<file path="config.mk">
export PLATFORM = sky130hd
export DESIGN_NAME = deslocador_sequencial
export DESIGN_NICKNAME = d
export VERILOG_FILES = /design/src/rtl/deslocador_sequencial.sv
export SDC_FILE = /design/constraint.sdc
export NUM_CORES = 1
export LEC_CHECK = 0
export CORE_MARGIN = 2
export CORE_UTILIZATION = 47
export CTS_CLUSTER_SIZE = 28
export DETAILED_ROUTE_END_ITERATION = 16
export PLACE_DENSITY = 0.8
export SYNTH_ARGS = -nofsm -noshare
export SYNTH_HDL_FRONTEND = slang
export SYNTH_SLANG_ARGS = --single-unit
</file>
<file path="constraint.sdc">
create_clock -name clk -period 2.05 [get_ports clk]
set_input_delay 0.41 -clock clk [delete_from_list [all_inputs] [get_ports clk]]
set_output_delay 0.41 -clock clk [all_outputs]
set_load 0.005 [all_outputs]
</file>
<file path="src/rtl/deslocador_sequencial.sv">
// ----------------------------------------------------------------------------
// deslocador_sequencial
//
// Sequential shift unit. It takes a LARGURA-bit operand and a SHAMT_W-bit
// shift amount and performs SLL, SRL, SRA, ROL or ROR one bit position per
// clock. It talks to the multicycle control unit through an inicio/ocupado/
// pronto handshake.
//
// Ports:
//   clk      - system clock, every register updates on the rising edge
//   reset    - synchronous, active-high reset (highest priority)
//   inicio   - start request, accepted only while idle and not busy
//   tipo     - operation: 000 pass, 001 SLL, 010 SRL, 011 SRA, 100 ROL,
//              101 ROR, 110/111 pass
//   n_shift  - shift amount, from the shift-amount select mux
//   entrada  - operand, from the shift-source mux
//   saida    - result register, held until the next accepted start or reset
//   ocupado  - busy flag, covers the shifting and done cycles
//   pronto   - one-cycle done pulse
//
// Timing: with inicio sampled at edge k, the result sits in saida after edge
// k + n_shift, and pronto is high in the cycle after edge k + n_shift + 1.
// ocupado is high for n_shift + 1 cycles, ending with the pronto cycle.
// ----------------------------------------------------------------------------
module deslocador_sequencial #(
  parameter int LARGURA = 32,
  parameter int SHAMT_W = 5
) (
  input  logic               clk,
  input  logic               reset,
  input  logic               inicio,
  input  logic [2:0]         tipo,
  input  logic [SHAMT_W-1:0] n_shift,
  input  logic [LARGURA-1:0] entrada,
  output logic [LARGURA-1:0] saida,
  output logic               ocupado,
  output logic               pronto
);

  typedef enum logic [1:0] {
    OCIOSO     = 2'b00,
    DESLOCANDO = 2'b01,
    PRONTO     = 2'b10
  } estado_t;

  localparam logic [2:0] TIPO_SLL = 3'b001;
  localparam logic [2:0] TIPO_SRL = 3'b010;
  localparam logic [2:0] TIPO_SRA = 3'b011;
  localparam logic [2:0] TIPO_ROL = 3'b100;
  localparam logic [2:0] TIPO_ROR = 3'b101;

  localparam logic [SHAMT_W-1:0] CONT_ZERO = {SHAMT_W{1'b0}};
  localparam logic [SHAMT_W-1:0] CONT_UM   = {{(SHAMT_W-1){1'b0}}, 1'b1};

  estado_t            estado_r;
  logic [SHAMT_W-1:0] contador_r;
  logic [2:0]         tipo_r;
  logic [LARGURA-1:0] saida_r;
  logic               ocupado_r;
  logic               pronto_r;
  logic               aceita_s;

  // One-bit step of the latched operation; pass and reserved codes hold.
  function automatic logic [LARGURA-1:0] passo(input logic [2:0] op,
                                               input logic [LARGURA-1:0] v);
    logic [LARGURA-1:0] r;
    case (op)
      TIPO_SLL: r = {v[LARGURA-2:0], 1'b0};
      TIPO_SRL: r = {1'b0, v[LARGURA-1:1]};
      TIPO_SRA: r = {v[LARGURA-1], v[LARGURA-1:1]};
      TIPO_ROL: r = {v[LARGURA-2:0], v[LARGURA-1]};
      TIPO_ROR: r = {v[0], v[LARGURA-1:1]};
      default:  r = v;
    endcase
    return r;
  endfunction

  // ocupado and pronto are registered from the state, so they trail it by
  // one cycle. When the state has already gone back to OCIOSO, ocupado is
  // still high during the pronto cycle, and gating the start on it makes a
  // request in that cycle a no-op.
  assign aceita_s = inicio & ~ocupado_r;

  // Control FSM, datapath registers and registered handshake outputs.
  always_ff @(posedge clk) begin
    if (reset) begin
      estado_r   <= OCIOSO;
      contador_r <= CONT_ZERO;
      tipo_r     <= 3'b000;
      saida_r    <= {LARGURA{1'b0}};
      ocupado_r  <= 1'b0;
      pronto_r   <= 1'b0;
    end else begin
      ocupado_r <= (estado_r != OCIOSO);
      pronto_r  <= (estado_r == PRONTO);
      case (estado_r)
        OCIOSO: begin
          if (aceita_s) begin
            saida_r    <= entrada;
            contador_r <= n_shift;
            tipo_r     <= tipo;
            estado_r   <= (n_shift == CONT_ZERO) ? PRONTO : DESLOCANDO;
          end else begin
            estado_r <= OCIOSO;
          end
        end
        DESLOCANDO: begin
          saida_r <= passo(tipo_r, saida_r);
          // Guarded so the counter can never wrap below zero.
          if (contador_r != CONT_ZERO) begin
            contador_r <= contador_r - CONT_UM;
          end else begin
            contador_r <= CONT_ZERO;
          end
          if (contador_r <= CONT_UM) begin
            estado_r <= PRONTO;
          end else begin
            estado_r <= DESLOCANDO;
          end
        end
        PRONTO: begin
          estado_r <= OCIOSO;
        end
        default: begin
          estado_r <= OCIOSO;
        end
      endcase
    end
  end

  assign saida   = saida_r;
  assign ocupado = ocupado_r;
  assign pronto  = pronto_r;

endmodule

</file>
# --- After elaboration in Yosys (flattened, before gate mapping) ---
# Index checks and enable logic that the tools add are counted.
totals:
  out_inout_bits: 34
  in_bits: 43
  word_cells: 41
  reg_bits: 44
classes:
  muxes: 10
  n_eq_ne: 11
  magnitude_cmp: 1
  addsub: 1
  n_bitwise: 2
  n_reduce_logical: 9
op_table:
  columns: ["cell", "n"]
  rows:
  - ["one-hot mux 32 bit (5 select lines)", 1]
  - ["one-hot mux 32 bit (2 select lines)", 1]
  - ["two-way mux 32 bit", 1]
  - ["two-way mux 5 bit", 2]
  - ["one-hot mux 5 bit (2 select lines)", 1]
  - ["equality test 3 x 2 -> 1 bit, second input constant", 2]
  - ["equality test 3 bit, second input constant", 2]
  - ["two-way mux 2 bit", 3]
  - ["!= test 6 x 1 -> 1 bit, second input constant", 1]
  - ["less-or-equal comparator 5 x 1 -> 1 bit, second input constant", 1]
  - ["logical NOT 5 bit", 1]
  - ["!= test 5 x 1 -> 1 bit, second input constant", 1]
  - ["nonzero test 5 bit", 1]
  - ["subtractor 5 x 1 -> 5 bit, second input constant", 1]
  - ["!= test 2 bit, second input constant", 2]
  - ["one-hot mux 2 bit (2 select lines)", 1]
  - ["AND reduction 2 bit", 2]
  - ["AND reduction 4 bit", 1]
  - ["nonzero test 2 bit", 2]
  - ["equality test 3 x 1 -> 1 bit, second input constant", 1]
  - ["AND reduction 3 bit", 1]
  - ["equality test 2 x 1 -> 1 bit, second input constant", 1]
  - ["equality test 2 bit, second input constant", 1]
  - ["logical NOT 2 bit", 1]
  - ["2 further kinds", 2]

# --- Longest topological paths before layout ---
# Gate-level depths: netlist of run 1.
depth:
  ltp_word: 4
  ltp_mapped: 7
  depth_no_buf: 6

# --- Least setup slack after synthesis of run 1 ---
# No wires, ideal clock.
synth_timing:
  path_kind: "register -> register"
  start: "register tipo_r[2]"
  end: "register saida_r[10], in the netlist saida[10]"
  path_buffers: 2
  slack_ns: 0.513
  path_stages_with_launch: 7
  setup_ns: 0.117
  arrival_time_ns: 1.419
  period_less_slack_ns: 1.537
  t_required_ns: 1.933
  cell_sequence: "dfxtp_1 -> buf_6 -> or3_4 -> a31oi_2 -> nor2_1 -> buf_2 -> a32o_1"
synth_via:
  elab_chain_cells: 3
  elab_cells_between_ends: 9
  classes_between: "eq/ne: 6; mux: 2; reduce/logical: 1"
synth_lines:
  columns: ["item", "line_no", "source"]
  rows:
  - ["start: declaration", "57", "logic [2:0] tipo_r;"]
  - ["start signal: assignment", "101", "tipo_r <= tipo;"]
  - ["equality test 3 bit (tied with other cells)", "67", "case (op)"]
  - ["one-hot mux 32 bit (5 select lines) / != test 6 x 1 -> 1 bit (equally long branches)", null, null]
  - ["one-hot mux 32 bit (2 select lines) / AND reduction 3 bit (equally long branches)", null, null]
  - ["end signal: assignment", "90", "saida_r <= {LARGURA{1'b0}};"]
  - ["end signal: assignment", "99", "saida_r <= entrada;"]
  - ["end signal: assignment", "108", "saida_r <= passo(tipo_r, saida_r);"]
  - ["end: declaration", "58", "logic [LARGURA-1:0] saida_r;"]
# Several ways; a longest one is shown, not always the timed one.
# A chain may end at the register's enable or synchronous reset.

# --- Worst setup path in the final report of run 1 ---
layout_timing:
  start: "register contador_r[0]"
  end: "register contador_r[0]"
layout_via:
  elab_chain_cells: 3
  elab_cells_between_ends: 4
  classes_between: "add/sub: 1; mux: 2; reduce/logical: 1"
layout_lines:
  columns: ["item", "line_no", "source"]
  rows:
  - ["start: declaration", "56", "logic [SHAMT_W-1:0] contador_r;"]
  - ["start signal: assignment", "100", "contador_r <= n_shift;"]
  - ["start signal: assignment", "111", "contador_r <= contador_r - CONT_UM;"]
  - ["subtractor 5 x 1 -> 5 bit / nonzero test 5 bit (equally long branches)", "111, 110", null]
  - ["two-way mux 5 bit *", "110", "if (contador_r != CONT_ZERO) begin"]
  - ["one-hot mux 5 bit (2 select lines) *", "96", "case (estado_r)"]
# Mark *: on every way between the ends. The rest lies on a longest branch, timed or not.

==> metrics.txt, run 1 <==
status complete, no violations; gpl congestion between 0.7 and 0.8; Fin Clk Skew 0.00670 ns; Rows 26; Mapped Area 2480 sq um; final net count ~390; Mapped Cells approximately 270; I/O Pins 77; Congestion Overflow GR 0; Die Ht between 70 and 80 um; total track usage around 21%; Layout Area Growth over Synthesis 36.8%; hold-critical path depth 1; CTS hold repair buffers 0; post-synthesis async set-or-reset flop share 0%; Num Clock Sinks 44; fraction of layout instances using a drive strength above 1 just under 7%; P_leak 1.45 nW; Commonest cells post-synth 44 x dfxtp_1, 41 x nor2_1, 33 x mux2i_1; hold violation count in the final report 0; vias per inst between 5 and 6; H-tree Lvls 2; crit-path max FO 4; Max Cap Viol 0; kind of critical path register to register; number of synthesized register bits 44; Synth top area share between 30% and 40%; Setup-failing EPs final 0; Pwr Density a little over 900 nW/um^2; most frequent cell after synthesis dfxtp_1; worst hold-check path type register to register; number of synthesis warnings 0; Max Slew Vio Count 0; Worst Hold Launch saida[27]; root buf cell clkbuf_8; CP arrival a little under 2 ns; design area ~3400 sq um; Core Util, Final 66.5%; Seq/Total Area, Yosys around 35%; TNS Setup 0 ns; # port buffers between 70 and 80; leading area contributor after synthesis dfxtp_1; largest net degree at the start of global routing 37; Post-DRT Antenna Nets 0; Slew @ Worst Pin 0.523 ns; Initial DRT Pass Iterations 4; Vias 2260; number of buffers created by CTS 5; reg-to-reg startpoint contador_r[0]; Critical Path End Type register; # diodes 0; CTS tree yes; fin crit share around 85%; DRT iter0 DRCs 100; Max clock buf depth 2; Reg2Reg Depth 6; clock share of power 22.8%; PostCTS Resize Cnt 0; Hold WS 0.497 ns; Psw a little over 1 mW; Max Freq 0.572 GHz; Rel. slew slack between 60% and 70%; CP startpoint contador_r[0]; vias in the first global route ~2100; startpoint class of the critical path register; Sw Share between 30% and 40%; clk slew on worst S/H paths roughly 0.090 ns; Clock Latency Late Sink around 0.3 ns; Filler Cell Count 450; top cells by area, synth dfxtp_1 35%, mux2i_1 13%, a32o_1 12%; global-route wire length before repair 9940 um; number of setup buffers added after CTS 0; Avg Cell Area, Syn slightly above 9 sq um; initial antenna violation count 0; Die W ~77 um; initial cell density of the core between 40% and 50%; RSZ-0062 raised after global routing false; combinational fraction of design power roughly two fifths; Flop pwr share ~38%; Mapped Nets between 300 and 400; Area after DPL 3280 sq um; DRC 0; drt wl/cell about 15 um; total wire length 5970 um; Req. time, crit path approximately 2.2 ns; Yosys cell types 37; HPWL after DPL approximately 4200 um; Core Area slightly above 5000 sq um; Max VDD drop approximately 0.57 mV; Die ar. 5880 sq um; min Tclk post-route between 1.5 and 2 ns; Post-synth EDFFs 0; P_int about 2.1 mW; Most used DFF post-synth dfxtp_1
[worst max-delay path, cell delays in order (launching register included)]
cell      delay (ns)
dfxtp_1         0.33
inv_1           0.12
ha_1            0.19
nor4b_1         0.46
nor2_1          0.17
a221oi_1        0.28
a211oi_1        0.08
[per-layer routing]
metal  part of all wire [%]  track usage [%]
met5                      0                0
met4                    1.0             5.64
met3                    5.8             5.18
met2                     49             35.2
met1                     45             25.8
[power groups by stage]
stage                     logic (mW)  registers (mW)  clock network [mW]
final                           1.21            1.17               0.705
after global routing            1.33            1.19               0.759
after CTS                       1.22            1.17               0.722
after detailed placement        1.21            1.19                   0
after global placement          1.18            1.18                   0
after floorplan                0.752            1.16                   0
[state kept, by name (all words and copies together) (netlist names)]
signal,cells
contador_r,5
estado_r,2
ocupado,1
pronto,1
saida,32
tipo_r,3
[cell families after synthesis]
family                   after synthesis  share of synthesized area (%)
AO/OA/AOI/OAI                         60                           20.7
adder cells (fa/ha/maj)                3                           1.51
buffers and inverters                 28                           7.61
flip-flops                            44                           35.5
multiplexers                          33                           13.3
AND/OR/NAND/NOR                      103                           21.4
[cell type report]
type / instances / area, sq um / share of cell area [%]
clock buffers: 6 / 82.6 / 2.43
clock inverters: 2 / 38.8 / 1.14
inverters: 5 / 18.8 / 0.552
multi-input cells: 199 / 1430 / 42.1
flip-flops and latches: 44 / 881 / 25.9
well taps: 70 / 87.6 / 2.58
repair buffers: 84 / 858 / 25.3
[worst paths after layout]
path / slack, ns / to
worst max-delay path: 0.30 / contador_r[0]
worst min-delay path: 0.50 / saida[27]
worst max register to register: 0.30 / contador_r[0]
worst min register to register: 0.50 / saida[27]
[stage by stage]
stage | power (mW) | instances | worst slack [ns]
floorplan | 1.91 | 271 | 0.513
global route | 3.28 | 410 | 0.124
CTS | 3.11 | 410 | 0.297
global placement | 2.37 | 402 | 0.196
detailed placement | 2.40 | 402 | 0.181
finish | 3.09 | 410 | 0.303
[layout by cell type, fill, tap and decap left out, types with 2 or more instances in the layout]
cell	n
clkdlybuf4s50_1	76
dfxtp_1	44
nor2_1	40
mux2i_1	32
nand2b_1	31
a32o_1	30
nand2_1	13
a21oi_1	7
nor3_1	6
clkbuf_8	6
inv_1	5
buf_4	5
nor2b_1	3
nor3b_1	3
o21ai_0	3
a211oi_1	3
ha_1	3
buf_12	3
o22a_1	2
a32oi_1	2
o211ai_1	2
o31ai_1	2
No activity file was read; power rests on OpenSTA's default activity.
==> run 2, diff against run 1 <==
- CORE_UTILIZATION: 47 -> 42
- PLACE_DENSITY: 0.8 -> 0.76
- clock period: 2.05 -> 1.6 ns (I/O delays scaled with it)
==> run 2 against run 1 <==
Compared with the run above:
- clock skew up 0.0029 ns
- die area up 11%
- sequential power up 28%
- highest routed layer unchanged
- routed wire length up 4.4%
==> metrics.txt, run 2 (synthesis results as in run 1) <==
post-route setup slack 0.0458 ns (-0.257 ns); Initial DRT Pass Iterations 4 (unchanged); crit-path max FO 15 (+11); Clock Latency Late Sink 0.30 ns (about the same); initial antenna violation count 0 (unchanged); final net count 394 (+2.3%); largest net degree at the start of global routing 35 (-5.4%); Layout Area Growth over Synthesis 41.6%; flop2flop setup slack 0.05 ns (-0.26 ns); Reg2Reg Depth 5 (-1); total track usage 19.5% (-1.1 points); status complete, no violations; drt wl/cell 14.7 um (+0.99%); vias in the first global route 2187 (+2.1%); Worst Hold Launch saida[5]; root buf cell clkbuf_8; worst hold-check path type register to register; Die W 80.9 um (+5.5%); Die Ht 80.9 um (+5.5%); CTS tree yes; Pwr Density 1110 nW/um^2 (+23%); startpoint class of the critical path register; I/O Pins 77 (unchanged); H-tree Lvls 2 (unchanged); WHS Endpoint saida[5]; min Tclk post-route 1.55 ns (-0.193 ns); Fin Clk Skew 0.00964 ns (+0.00295 ns); hold violation count in the final report 0 (unchanged); Max VDD drop 0.633 mV (+11%); vias per inst 5.45 (-1.1%); Critical Path End Type register; TNS Setup 0 ns (unchanged); initial cell density of the core 42.7% (-5.9 points); fraction of layout instances using a drive strength above 1 12.6% (+5.8 points); P_leak 1.50 nW (+3.3%); Max clock buf depth 2 (unchanged); HPWL after DPL 4370 um (+3.4%); Rows 28 (+7.7%); Rel. slew slack 76.8% (+12 points); most common cell after layout, fill and taps aside clkdlybuf4s50_1; DRT iter0 DRCs 99 (-1.0%); reg-to-reg startpoint tipo_r[0]; total power draw 3.92 mW (+27%); CP arrival 1.75 ns (-0.18 ns); max reg flops 32 (unchanged); # diodes 0 (unchanged); Setup-failing EPs final 0 (unchanged); most frequent cells in the layout 76 x clkdlybuf4s50_1, 39 x nor2_1, 38 x dfxtp_1, 31 x nand2b_1; fin crit share 97.1% (+12 points); Die ar. 6540 sq um (+11%); Placement Setup Slack -0.188 ns (-0.368 ns); kind of critical path register to register; number of buffers created by CTS 5 (unchanged); Core Area 5820 sq um (+14%); Max Cap Viol 0 (unchanged); Post-DRT Antenna Nets 0 (unchanged); hold-critical path depth 1 (unchanged); Core Util, Final 60.5% (-6.1 points); RSZ-0062 raised after global routing true; total wire length 6240 um (+4.4%); DRC 0 (unchanged); Slew @ Worst Pin 0.344 ns (-0.180 ns); Max Slew Vio Count 0 (unchanged); Num Clock Sinks 44 (unchanged); # port buffers 76 (unchanged); Req. time, crit path 1.79 ns (-0.45 ns); Max Freq 0.643 GHz (+12%); Congestion Overflow GR 0 (unchanged); global-route wire length before repair 9960 um (+0.27%); gpl congestion 0.815 (+2.5%); Vias 2311 (+2.3%); RR Endpoint saida[5]; clk slew on worst S/H paths 0.07 ns (-0.02 ns)
[run 2: changes by cell type in the layout (fill, tap and decap cells not counted), sizes merged]
| cell | previous run | this run |
|---|---|---|
| and2 | 1 | 2 |
| buf | 8 | 16 |
| bufinv | 1 | 0 |
| clkinv | 1 | 2 |
[run 2: worst max-delay path, cell delays in order (launching register included)]
cell	delay (ns)
dfxtp_2	0.32
or3_4	0.40
a31oi_4	0.23
nor2_2	0.08
buf_6	0.16
a32o_1	0.25
[run 2: area by class of cell]
cell class | instances | area [sq um]
Tap cell | 75 | 93.8
Fill cell | 552 | 2300
Timing Repair Buffer | 92 | 938
Sequential cell | 44 | 888
Inverter | 5 | 18.8
Clock buffer | 6 | 82.6
Multi-Input combinational cell | 200 | 1480
Clock inverter | 2 | 10.0
[run 2: what timing repair did]
| item | 4_1_cts | 5_1_grt |
|---|---|---|
| endpoints found under the hold margin | 0 | 0 |
| setup buffers | 0 | 1 |
| resized for setup | 2 | 16 |
| pin swaps | 1 | 0 |
| hold buffers | 0 | 0 |
| endpoints found under the setup margin | 4 | 38 |
| gates cloned | 1 | 0 |
[run 2: how the worst max path moves through the flow]
stage / slack [ns] / endpoint / cells after the start / start
2_1_floorplan: 0.06 / saida[10] / 6 / tipo_r[2]
3_3_place_gp: -0.16 / saida[0] / 5 / inicio
3_5_place_dp: -0.19 / saida[0] / 5 / inicio
4_1_cts: 0.005 / contador_r[3] / 6 / contador_r[0]
5_1_grt: -0.04 / contador_r[4] / 6 / contador_r[0]
6_report: 0.05 / saida[5] / 5 / tipo_r[0]
[run 2: per-stage QoR]
| step | std cells | hold WS (ns) | area [sq um] |
|---|---|---|---|
| floorplan | 271 | 0.424 | 2480 |
| global placement | 414 | 0.472 | 3340 |
| detailed placement | 414 | 0.480 | 3340 |
| CTS | 423 | 0.501 | 3450 |
| global route | 424 | 0.529 | 3520 |
| finish | 424 | 0.497 | 3520 |
[run 2: where the power goes]
part	leakage [nW]	switching [mW]	internal, mW
registers	0.364	0.194	1.31
logic	1.08	0.756	0.943
clock network	0.0510	0.372	0.345
total	1.50	1.32	2.59
[run 2: metal layers]
layer	global-route usage (%)	vias to the layer above	part of all wire [%]
met4	6.78	0	1.6
met5	0	-	0
met1	24.2	1101	45
met2	33.2	54	49
met3	4.44	9	4.8
li1	-	1147	-
==> run 3, diff against run 2 <==
- ABC_CLOCK_PERIOD_IN_PS: default -> 1600
==> results of run 3 <==
No change in the layout: final DEF, timing and power equal those of run 2.
